### src/rtl/riscv_pkg.sv
// rtl/riscv_pkg.sv - RV32 OP/OP-IMM decode constants, types and decode helper
package riscv_pkg;

    localparam logic [6:0] ALU_I_OP   = 7'b0010011;
    localparam logic [6:0] ALU_R_OP   = 7'b0110011;

    localparam logic [6:0] F7_BASE    = 7'b0000000;
    localparam logic [6:0] F7_ALT     = 7'b0100000;
    localparam logic [6:0] F7_MULDIV  = 7'b0000001;

    typedef enum logic [2:0] {
        F3_ADD  = 3'b000,
        F3_SLL  = 3'b001,
        F3_SLT  = 3'b010,
        F3_SLTU = 3'b011,
        F3_XOR  = 3'b100,
        F3_SR   = 3'b101,
        F3_OR   = 3'b110,
        F3_AND  = 3'b111
    } alu_f3_e;

    typedef struct packed {
        logic [4:0]  rd;
        logic [4:0]  rs1_idx;
        logic [4:0]  rs2_idx;
        alu_f3_e     f3;
        logic [11:0] imm;
        logic        is_r;
        logic        legal;
    } dec_instr_t;

    // Field extraction plus legality; shift-immediates constrain the funct7 slot.
    function automatic dec_instr_t decode(input logic [31:0] w);
        dec_instr_t d;
        logic [6:0] f7;
        f7        = w[31:25];
        d.rd      = w[11:7];
        d.rs1_idx = w[19:15];
        d.rs2_idx = w[24:20];
        d.f3      = alu_f3_e'(w[14:12]);
        d.imm     = w[31:20];
        d.is_r    = (w[6:0] == ALU_R_OP);
        d.legal   = 1'b0;
        if (w[6:0] == ALU_I_OP) begin
            case (d.f3)
                F3_SLL:  d.legal = (f7 == F7_BASE);
                F3_SR:   d.legal = (f7 == F7_BASE) || (f7 == F7_ALT);
                default: d.legal = 1'b1;
            endcase
        end else if (d.is_r) begin
            d.legal = (f7 == F7_BASE) || (f7 == F7_ALT) || (f7 == F7_MULDIV);
        end
        return d;
    endfunction

endpackage

### src/rtl/alu_regfile.sv
// rtl/alu_regfile.sv - 32 x XLEN register file, two async reads, one sync write, x0 fixed at zero
module alu_regfile
    import riscv_pkg::*;
#(
    parameter int XLEN = 32
) (
    input  logic            clk_i,
    input  logic            rst_i,
    input  logic [4:0]      ra_a_i,
    input  logic [4:0]      ra_b_i,
    output logic [XLEN-1:0] rd_a_o,
    output logic [XLEN-1:0] rd_b_o,
    input  logic            we_i,
    input  logic [4:0]      wa_i,
    input  logic [XLEN-1:0] wd_i
);

    logic [XLEN-1:0] mem_q [32];

    // Clear everything on reset; otherwise write any register except x0.
    always_ff @(posedge clk_i) begin
        if (rst_i) begin
            for (int i = 0; i < 32; i++) begin
                mem_q[i] <= '0;
            end
        end else if (we_i && (wa_i != 5'd0)) begin
            mem_q[wa_i] <= wd_i;
        end
    end

    assign rd_a_o = (ra_a_i == 5'd0) ? '0 : mem_q[ra_a_i];
    assign rd_b_o = (ra_b_i == 5'd0) ? '0 : mem_q[ra_b_i];

endmodule

### src/rtl/alu_issue_wb.sv
// rtl/alu_issue_wb.sv - issue/writeback stage around the RV32IM ALU; ALU_BYPASS_EN enables aluOut forwarding
module alu_issue_wb
    import riscv_pkg::*;
#(
    parameter int XLEN     = 32,
    parameter int RETIRE_W = 32
) (
    input  logic                clk,
    input  logic                rst,
    input  logic                instr_valid,
    output logic                instr_ready,
    input  logic [31:0]         instr,
    output logic                opcodeValid,
    output logic [6:0]          opcode,
    output logic [3:0]          f3,
    output logic [11:0]         imm,
    output logic [XLEN-1:0]     rs1,
    output logic [XLEN-1:0]     rs2,
    input  logic [XLEN-1:0]     aluOut,
    output logic                wb_valid,
    output logic [4:0]          wb_rd,
    output logic [XLEN-1:0]     wb_data,
    output logic                illegal_instr,
    output logic [RETIRE_W-1:0] retire_count
);

    dec_instr_t          dec;
    logic                pend_q;
    logic [4:0]          pend_rd_q;
    logic                ill_q;
    logic [RETIRE_W-1:0] retire_q;
    logic [XLEN-1:0]     rf_a;
    logic [XLEN-1:0]     rf_b;
    logic [XLEN-1:0]     op_a;
    logic [XLEN-1:0]     op_b;
    logic                pend_live;
    logic                match_a;
    logic                match_b;
    logic                accept;
    logic                issue;

    assign dec       = decode(instr);
    // A pending write to x0 never creates a dependency.
    assign pend_live = pend_q && (pend_rd_q != 5'd0);
    assign match_a   = pend_live && (dec.rs1_idx == pend_rd_q);
    assign match_b   = pend_live && dec.is_r && (dec.rs2_idx == pend_rd_q);

`ifdef ALU_BYPASS_EN
    assign instr_ready = !rst;
    assign op_a        = match_a ? aluOut : rf_a;
    assign op_b        = match_b ? aluOut : rf_b;
`else
    logic hazard;
    // The RF still holds the old value during the writeback cycle, so hold off one cycle.
    assign hazard      = dec.legal && (match_a || match_b);
    assign instr_ready = !rst && !hazard;
    assign op_a        = rf_a;
    assign op_b        = rf_b;
`endif

    assign accept = instr_valid && instr_ready;
    assign issue  = accept && dec.legal;

    alu_regfile #(.XLEN(XLEN)) u_rf (
        .clk_i  (clk),
        .rst_i  (rst),
        .ra_a_i (dec.rs1_idx),
        .ra_b_i (dec.rs2_idx),
        .rd_a_o (rf_a),
        .rd_b_o (rf_b),
        .we_i   (wb_valid),
        .wa_i   (pend_rd_q),
        .wd_i   (aluOut)
    );

    // Everything toward the ALU is zero unless a legal instruction issues.
    assign opcodeValid = issue;
    assign opcode      = issue ? instr[6:0] : 7'd0;
    assign f3          = issue ? {1'b0, dec.f3} : 4'd0;
    assign imm         = issue ? dec.imm : 12'd0;
    assign rs1         = issue ? op_a : '0;
    assign rs2         = (issue && dec.is_r) ? op_b : '0;

    // Reset in the writeback slot squashes the write, the pulse and the count.
    assign wb_valid      = pend_q && !rst;
    assign wb_rd         = wb_valid ? pend_rd_q : 5'd0;
    assign wb_data       = rst ? '0 : aluOut;
    assign illegal_instr = ill_q && !rst;
    assign retire_count  = retire_q;

    // Track the in-flight instruction across the ALU's one-cycle latency and count retirements.
    always_ff @(posedge clk) begin
        if (rst) begin
            pend_q    <= 1'b0;
            pend_rd_q <= 5'd0;
            ill_q     <= 1'b0;
            retire_q  <= '0;
        end else begin
            pend_q    <= issue;
            pend_rd_q <= issue ? dec.rd : 5'd0;
            ill_q     <= accept && !dec.legal;
            if (wb_valid) begin
                retire_q <= retire_q + RETIRE_W'(1);
            end
        end
    end

endmodule

### config.mk
export PLATFORM = sky130hd
export DESIGN_NAME = alu_issue_wb
export DESIGN_NICKNAME = d
export VERILOG_FILES = /design/src/rtl/riscv_pkg.sv /design/src/rtl/alu_regfile.sv /design/src/rtl/alu_issue_wb.sv
export SDC_FILE = /design/constraint.sdc
export NUM_CORES = 2
export LEC_CHECK = 0
export CAP_MARGIN = 40
export CORE_AREA = 5 5 342 344
export DETAILED_ROUTE_END_ITERATION = 10
export DIE_AREA = 0 0 347 349
export PLACE_DENSITY = 0.65
export SYNTH_ARGS = -nofsm -noshare
export SYNTH_HDL_FRONTEND = slang
export SYNTH_SLANG_ARGS = --single-unit
### constraint.sdc
create_clock -name clk -period 5.86 [get_ports clk]
set_clock_uncertainty 0.2 [all_clocks]
set_input_delay 1.172 -clock clk [delete_from_list [all_inputs] [get_ports clk]]
set_output_delay 1.172 -clock clk [all_outputs]
set_load 0.02 [all_outputs]
==> qor.yml <==
run_status: "finished, final reports clean"
ant_nets: 0
yosysWarningCount: 0
finalHoldViolCount: 0
antenna_found_initial: 15
slew_viol_final: 0
powerDensity_nw_per_um2: 269
fin_crit_sh_pct: 96.8
drive_gt1_share_pct: 24.8
fp-row-count: 124
multi_input_area_sq_um: 24400
grt_pass1_vias: 38300
cts_max_level: 3
synth_edf_count: 1024
ys_seq_elements: 1063
p_total_mw: 17.9
grt_first_pass_wirelength_mm: 286
cts_tree: "built"
dr_total_vias: 38200
yosysUniqueCellTypes: 60
avgSynthCellArea_sq_um: 14.5
die-area_sq_um: 121000
worstPathRequired_ns: 4.49
syn_to_final_growth_pct: 16.2
drt_iter0_drc: 5700
yosys.area.top_type_share_pct: 53.6
period_needed_ns: 5.67
path_cells: "clkdlybuf4s50_1 -> nor2b_4 -> buf_4 -> a22oi_1 -> a21oi_1 -> nor2_1 -> nor2_1 -> clkdlybuf4s50_1"
relSlewSlack_pct: 38.3
grt.overflow.total: 0
fin_ws_ns: 0.190
place_ws_ns: 0.302
cts_root_buffer: "clkbuf_16"
synth_xor_area_share_pct: 0.596
syn-instance-count: 3958
synth-seq-area-share_pct: 55.0
route.detailed.drc: 0
maxClockFrequency_mhz: 176
crit_path_top_delay_cell: "clkdlybuf4s50_1"
drv_cap: 0
endpoint_kind: "output pin"
grt_usage_pct: 33.2
numCtsBuffers: 115
seqCellArea_sq_um: 31500
die_x_um: 347
r2r_setup_slack_ns: 2.25
synth.area.mux_share_pct: 22.0
cts_buffer_depth: 3
cts_sinks: 1063
grt_max_degree: 74
place_inst: 5582
worstMarginPinSlew_ns: 0.925
hpwl_mm: 129
vias_per_cell: 6.57
cp.arrival_ns: 4.30
cts_hold_buf: 0
setup-violations-final: 0
syn_area_sq_um: 57300
floorplan.initialDensity_pct: 50.5
dieHeight_um: 349
io_buffers: 222
nNetsFinal: 4257
leakage_nw: 24.5
synthAdderAreaFrac_pct: 0.0218
synth_top_family_by_area: "multiplexers"
reg2reg_depth: 7
fin_cells: 5809
yosysTopAreaCell: "edfxtp_1"
critPathLaunchType: "input pin"
core_sq_um: 114000
critPathMaxStageDelay_ns: 0.69
min_path_type: "flip-flop to flip-flop"
synth_compound_area_share_pct: 4.35
fin_util_pct: 58.6
boundaryPins: 227
drtPass1Iterations: 6
place_congestion: 0.858
async_flop_share_pct: 0
crit_type: "input pin to output pin"
synthSimpleGateAreaFrac_pct: 14.4
post_cts_resized: 0
ir_drop_mv: 0.220
clkTransAtPathRegs_ns: 0.06
wl_per_cell_um: 35.0
n_fill_cell: 8794
whs_path_depth: 2
worstPathMaxFanout: 12
synth.area.top_cells: "edfxtp_1 (54%), mux4_2 (18%), and2_1 (11%), mux2i_1 (3.5%), a22oi_1 (1.7%)"
fin_tns_setup_ns: 0
post_cts_buffers: 0
synth_flop_cell: "edfxtp_1"
rsz0062_at_grt: "no"
clk_latency_ns: 0.69
wl_mm: 203
[registers in the layout (all words and copies together) (netlist names)]
signal	count
pend_rd_q	5
u_rf.mem_q	1024
retire_count	32
pend_q	1
ill_q	1
[worst paths after layout]
check | from | to
hold reg to reg | retire_count[31] | retire_count[31]
setup / recovery | instr[23] | rs2[2]
setup reg to reg | pend_q | u_rf.mem_q[29][3]
hold / removal | retire_count[31] | retire_count[31]
[synthesized netlist by cell type (8+ instances only)]
master	instances
a21oi_1	60
a211oi_1	26
and2_1	1005
a221oi_1	8
a311oi_2	13
and3_1	43
nand2_1	46
buf_4	42
buf_1	24
mux2_2	16
xor2_1	28
nor2b_1	51
a211oi_2	13
xnor2_1	11
mux4_2	462
nand3_1	33
mux2i_1	202
nand2b_1	9
clkbuf_1	238
o21ai_0	49
edfxtp_1	1024
a31oi_1	15
o22ai_1	25
o21ai_1	13
buf_6	27
buf_2	88
dfxtp_1	39
nor2_1	158
a22oi_1	128
nor3_1	12
[placed cells by master (no fill, tap or decap), drive strengths merged, types with 6 or more instances in the layout]
cell	instances
edfxtp	1024
and2	1006
mux4	462
buf	308
mux2i	202
clkdlybuf4s50	192
nor2	162
clkbuf	145
a22oi	128
o21ai	63
a21oi	60
clkinv	55
nor2b	51
nand2	46
and3	43
dfxtp	39
a211oi	39
conb	36
nand3	34
xor2	28
o22ai	25
mux2	16
a31oi	15
nor3	14
a311oi	13
xnor2	11
bufinv	11
diode	9
nand2b	9
a221oi	8
nand4	8
inv	6
[cell families after synthesis]
logic type | Yosys count
XOR/XNOR | 39
buffers and inverters | 424
AND/OR/NAND/NOR | 1394
adder cells (fa/ha/maj) | 1
multiplexers | 680
flip-flops | 1063
AO/OA/AOI/OAI | 356
other | 1
[power breakdown]
group	switching (mW)	internal (mW)	total [mW]
clock	3.09	4.31	7.40
sequential	0.103	8.51	8.61
combinational	1.17	0.741	1.92
[area by class of cell]
cell class,count,share of cell area [%]
tap,1512,2.84
antenna,9,0.0338
sequential,1063,47.3
inverter,3,0.0169
multi-input combinational,2506,36.6
clock inverter,71,0.923
timing repair buffer,500,7.42
clock buffer,145,4.79
[per-stage QoR]
step | hold slack, ns | instance area (sq um)
finish | 0.336 | 66600
detailed placement | 0.299 | 62700
global route | 0.363 | 66600
floorplan | 0.378 | 57500
CTS | 0.333 | 66500
global placement | 0.301 | 62400
[layer usage]
| layer | up-vias | wire length [um] | track usage, % |
|---|---|---|---|
| met5 | - | 80 | 0 |
| met4 | 4 | 10700 | 15.2 |
| met3 | 429 | 24800 | 8.53 |
| met2 | 2755 | 91700 | 50.9 |
| met1 | 19500 | 76100 | 45.0 |
| li1 | 15500 | - | - |
[critical path: cells and delay by family]
kind	cells	cell delay, ns
buffers and inverters	3	1.70
AND/OR/NAND/NOR	3	0.87
AO/OA/AOI/OAI	2	0.53
No activity file was read; power rests on OpenSTA's default activity.
